===== src/rtl/kmeans_assign_ctrl.sv =====
// Nearest-centroid search sequencer: walks centroids 0..K-1, tracks running minimum distance and its index.
// Optional abort input enabled by defining KMEANS_ASSIGN_ABORT_EN.
//
// state | meaning
// IDLE  | waiting for start, results from the last search held
// RUN   | requesting distances, one per accepted transfer
// DONE  | single-cycle completion pulse, start here chains the next search
module kmeans_assign_ctrl #(
    parameter int DW   = 64,
    parameter int K    = 8,
    parameter int IDXW = 3
) (
    input  logic            clk,
    input  logic            reset,
    input  logic            start,
`ifdef KMEANS_ASSIGN_ABORT_EN
    input  logic            abort,
`endif
    output logic            busy,
    output logic [IDXW-1:0] cent_idx,
    input  logic            dist_valid,
    output logic            dist_ready,
    input  logic [DW-1:0]   dist_data,
    output logic [DW-1:0]   best_dist,
    output logic [IDXW-1:0] best_idx,
    output logic            done
);

    localparam logic [IDXW-1:0] LAST_IDX = IDXW'(K - 1);

    typedef enum logic [1:0] {
        IDLE = 2'd0,
        RUN  = 2'd1,
        DONE = 2'd2
    } state_t;

    state_t state;
    logic   abort_req;
    logic   xfer;

`ifdef KMEANS_ASSIGN_ABORT_EN
    assign abort_req = abort;
`else
    assign abort_req = 1'b0;
`endif

    // dist_ready is high exactly in RUN, so this is the accepted-transfer strobe
    assign xfer = dist_valid & dist_ready;

    always_ff @(posedge clk or negedge reset) begin
        if (!reset) begin
            state      <= IDLE;
            busy       <= 1'b0;
            dist_ready <= 1'b0;
            done       <= 1'b0;
            cent_idx   <= '0;
            best_dist  <= '1;
            best_idx   <= '0;
        end else begin
            done <= 1'b0;
            case (state)
                IDLE, DONE: begin
                    if (start) begin
                        state      <= RUN;
                        busy       <= 1'b1;
                        dist_ready <= 1'b1;
                        cent_idx   <= '0;
                        best_dist  <= '1;
                        best_idx   <= '0;
                    end else begin
                        state <= IDLE;
                    end
                end
                RUN: begin
                    if (abort_req) begin
                        state      <= IDLE;
                        busy       <= 1'b0;
                        dist_ready <= 1'b0;
                        cent_idx   <= '0;
                        best_dist  <= '1;
                        best_idx   <= '0;
                    end else if (xfer) begin
                        // strict compare so ties keep the lower centroid index
                        if (dist_data < best_dist) begin
                            best_dist <= dist_data;
                            best_idx  <= cent_idx;
                        end
                        if (cent_idx == LAST_IDX) begin
                            state      <= DONE;
                            busy       <= 1'b0;
                            dist_ready <= 1'b0;
                            done       <= 1'b1;
                        end else begin
                            cent_idx <= cent_idx + IDXW'(1);
                        end
                    end
                end
                default: begin
                    state      <= IDLE;
                    busy       <= 1'b0;
                    dist_ready <= 1'b0;
                end
            endcase
        end
    end

endmodule


===== config.mk =====
export PLATFORM = sky130hd
export DESIGN_NAME = kmeans_assign_ctrl
export DESIGN_NICKNAME = d
export VERILOG_FILES = /design/src/rtl/kmeans_assign_ctrl.sv
export SDC_FILE = /design/constraint.sdc
export NUM_CORES = 1
export LEC_CHECK = 0
export ABC_AREA = 1
export BUFFER_PORTS_ARGS = -buffer_cell sky130_fd_sc_hd__buf_2
export CORE_ASPECT_RATIO = 1.25
export CORE_MARGIN = 4
export CORE_UTILIZATION = 30
export DETAILED_ROUTE_END_ITERATION = 8
export SLEW_MARGIN = 20
export SYNTH_ARGS = -nofsm -noshare
export SYNTH_HDL_FRONTEND = slang
export SYNTH_SLANG_ARGS = --single-unit

===== constraint.sdc =====
create_clock -name clk -period 4.9 [get_ports clk]
set_clock_uncertainty 0.2 [all_clocks]
set_input_delay 0.98 -clock clk [delete_from_list [all_inputs] [get_ports clk]]
set_output_delay 0.98 -clock clk [all_outputs]
set_load 0.05 [all_outputs]

Word level (Yosys, flattened, before mapping) --
Cells that the tools add are included.
Storage, ports and cells: register bits after elaboration 74, bits in latches 0, RAM bits 0, memory bits (read-only) 0, word-level logic and storage cells 46, memories kept 0
Cells by class: add/sub/neg operators 1, multipliers 0, div/mod/pow operators 0, magnitude comparators 1, equal/unequal tests 8, shifts and indexed selects 0, multiplexer cells 22, bitwise gates (word level) 1, reductions and logical operators 7
Operators with widths (number):
- $mux 64 | 3
- $pmux 64 s2 | 1
- $lt 64x64->1 | 1
- $mux 3 | 5
- $pmux 3 s2 | 2
- $ne 2x2->1 const B | 5
- $reduce_and 4->1 | 2
- $mux 1 | 7
- $mux 2 | 2
- $pmux 2 s2 | 1
- $add 3x1->3 const B | 1
- $eq 3x3->1 const B | 1
- $reduce_and 3->1 | 1
- $eq 2x1->1 const B | 1
- $eq 2x2->1 const B | 1
- $logic_not 2->1 | 1
- $pmux 1 s2 | 1
- $reduce_and 2->1 | 1
- $reduce_bool 2->1 | 1
- $reduce_or 2->1 | 1
- $and 1x1->1 | 1

Depth between registers and ports, before layout --
word-level depth 4, gate-level depth with buffers 20, gate-level depth less buffers 18

Worst setup path before layout --
Ideal clock, no wire load.
kind input-to-reg, start point in dist_data[5], end point reg best_idx[0], setup time 0.119 ns, arrival time 2.383 ns, required time 4.581 ns, path slack 2.198 ns, stages on the path 17, path through ha_1 -> a21oi_1 -> nor2_1 -> nor3_1 -> nand2_1 -> nand2_1 -> nand2_1 -> nand2_1 -> nand2_1 -> nand2_1 -> nand2_1 -> nand2_2 -> nand2_2 -> buf_6 -> buf_6 -> nand2_1 -> nand2_1
Between the ends: longest elaborated chain between the ends 3
RTL lines:
- start: declaration | line 23 | input logic [DW-1:0] dist_data,
- $lt 64x64->1 | line 84 | if (dist_data < best_dist) begin
- $ne 2x2->1 (no source line)
- $reduce_and 4->1 (no source line)
- end signal: assignment | line 86 | best_idx <= cent_idx;
- end: declaration | line 25 | output logic [IDXW-1:0] best_idx,
No other way between the ends. A chain may end at the register's enable or synchronous reset.

Worst setup path in the final report --
start point in dist_data[5], end point reg best_dist[41]
Between the ends: longest elaborated chain between the ends 3
RTL lines:
- $lt 64x64->1 | line 84
- $ne 2x2->1 (no source line)
- $reduce_and 4->1 (no source line)
- end signal: assignment | line 85 | best_dist <= dist_data;
- end: declaration | line 24 | output logic [DW-1:0] best_dist,
No other way between the ends.

==> impl_metrics.ini <==
[status]
status = finished clean

[worst_setup_path]
path_cells = buf_2 -> ha_1 -> a21oi_1 -> nor2_1 -> nor3_1 -> nand2_1 -> nand2_1 -> nand2_1 -> nand2_1 -> nand2_1 -> nand2_1 -> nand2_1 -> nand2_2 -> buf_4 -> nand3_1 -> nand2_1
critical_path.max_stage_delay_ps = 620
cpMaxStageDelayCell = buf_4
cp.arrival_ps = 3160
startpoint_type = primary input
cp_data_required_time_ps = 4980
crit_path_frequent_cell = nand2_1
crit_fanout = 67
endpoint_kind = flip-flop
path_class = in2reg

[routing]
viasPerCell = 4.530
drc = 0
routedWlPerCell_um = 13.50
via_count = 4607
ant_nets = 0
dr.first_iter.drc_count = 110
wirelength_um = 13730
drt-pass1-iter-count = 4

[synthesis]
yosys_most_used_dff = dfstp_2
syn_area_per_cell_um2 = 7.707
synth_area_um2 = 5125
synth_top_area_frac = 0.3281
netlist_top_cells_area = dfstp_2 (33%), ha_1 (16%), nand2_1 (14%)
yosysSeqAreaShare = 0.3770
synth_cell_types = 21
synth_async_sr_flop_share = 1.000
synthTopCellsByCount = nand2_1 (194), inv_1 (80), nand3_1 (79), ha_1 (65), dfstp_2 (64)
netlist_instances = 665
synth-seq-cells = 74
yosysMostFrequentCell = nand2_1
yosysWarnings = 0
synth_edf_count = 0
synth_nets = 798
yosysTopAreaCell = dfstp_2

[clocking]
cts_tree = done
post-cts-setup-buffers = 0
post_cts_resized = 0
cts.sinks = 74
insertion_delay_ps = 340
path_clk_slew_ps = 60
ctsHoldBuffers = 0
cts_made_buffers = 9
ctsRootBufferMaster = clkbuf_16
clock_path_buffers = 2
htreeDepth = 3

[finish]
drive_above_1_share = 0.3651
antenna_cells = 0
nets = 925
multiInputGateArea_um2 = 2726
area.sequential_um2 = 1932
fill_cells = 1806
area_growth_syn_to_layout_pct = 23.88

[timing]
slew_headroom = 0.3369
setup_viol = 0
finalHoldViolCount = 0
max_freq_mhz = 324.4
tightest_slew_ps = 993.2
setup_tns_ps = 0
rsz0062_at_grt = false
min_period_ps = 3083
min_period_over_period = 0.6291
drv_slew = 0

[global_route]
grt_pass1_vias = 4591
grt_max_degree = 75
antenna_found_initial = 0
grt_overflow_total = 0
grtUsageTotal = 0.1452
grt_pass1_wl_um = 22850

[floorplanning]
fp.coreArea_um2 = 16780
die_h_um = 154.1
start_util = 0.3055
die_x_um = 124.9
io_pins = 141
fp-row-count = 53
dieArea_um2 = 19250

[worst_hold_path]
hold_path_class = reg2reg

[run]
maxCapViolCount = 0

[placed_design]
dp_hpwl_um = 9625
io_buffers = 140
place_congestion = 0.7598
[through the flow]
step	hold slack [ps]	cell area, µm²	instances	utilization	setup WS (ps)
2_1_floorplan	290.3	5125	665	-	2198
3_3_place_gp	253.3	5967	1000	0.3557	1422
3_5_place_dp	254.8	5967	1000	0.3557	1443
4_1_cts	270.7	6321	1016	0.3768	1802
5_1_grt	281.4	6349	1017	0.3784	1581
6_report	266.5	6349	1017	0.3784	1817
[placed cells by master (no fill, tap or decap)]
cell type and count:
a21o_1 1, a21oi_1 29, buf_16 1, buf_2 139, buf_4 5, bufinv_16 3, clkbuf_1 1, clkbuf_16 9
clkbuf_8 2, clkinvlp_4 1, dfrtp_1 10, dfstp_2 64, ha_1 65, inv_1 79, inv_2 1, nand2_1 193
nand2_2 3, nand3_1 79, nand4_1 5, nor2_1 26, nor2_4 1, nor3_1 4, o21a_1 1, o21ai_0 12
or2_1 1, or2_2 62
[per-layer routing]
layer / track usage / share of wire / wire length, µm / vias up
met5: 0 / 0 / 0 / -
met4: 0.05630 / 0.020 / 269 / 0
met3: 0.02606 / 0.044 / 610 / 17
met2: 0.2472 / 0.49 / 6669 / 98
met1: 0.1832 / 0.45 / 6177 / 2137
li1: - / - / - / 2355
[registers in the layout (all words and copies together), names as in the netlist]
name        cells
best_dist      64
dist_ready      1
cent_idx        3
state           2
best_idx        3
done            1
[area by class of cell]
cell class | count | share of cell area
repair buffers | 145 | 0.1198
well taps | 220 | 0.04336
multi-input cells | 482 | 0.4294
inverters | 80 | 0.04730
flip-flops and latches | 74 | 0.3043
clock buffers | 12 | 0.04040
clock inverters | 4 | 0.01537
[cells by family (layout without fill, tap and decap cells)]
kind of cell	count (synthesis)	after routing	synth area share
flops	74	74	0.3770
fa+ha+maj	65	65	0.1587
simple gates	374	374	0.3298
buf+inv	109	241	0.09155
compound gates	43	43	0.04297
[worst max-delay path: cells and delay by family]
family | cells | cell delay, ps
fa+ha+maj | 1 | 300
simple gates | 12 | 980
compound gates | 1 | 130
buf+inv | 2 | 730
[worst paths after layout]
check / from / to / slack [ps] / cells past startpoint
hold reg to reg: best_idx[2]$_DFFE_PN0P_ / best_idx[2]$_DFFE_PN0P_ / 270 / 2
hold / removal: best_idx[2]$_DFFE_PN0P_ / best_idx[2]$_DFFE_PN0P_ / 270 / 2
max in group asynchronous: reset / best_dist[7]$_DFFE_PN1P_ / 3470 / 2
setup reg to reg: best_dist[19]$_DFFE_PN1P_ / best_dist[41]$_DFFE_PN1P_ / 2000 / 14
setup / recovery: dist_data[5] / best_dist[41]$_DFFE_PN1P_ / 1820 / 16
min in group asynchronous: reset / best_dist[28]$_DFFE_PN1P_ / 700 / 1
Power is not shown: default switching activity piles up to over one toggle a cycle in this logic, so the estimate is an artifact.
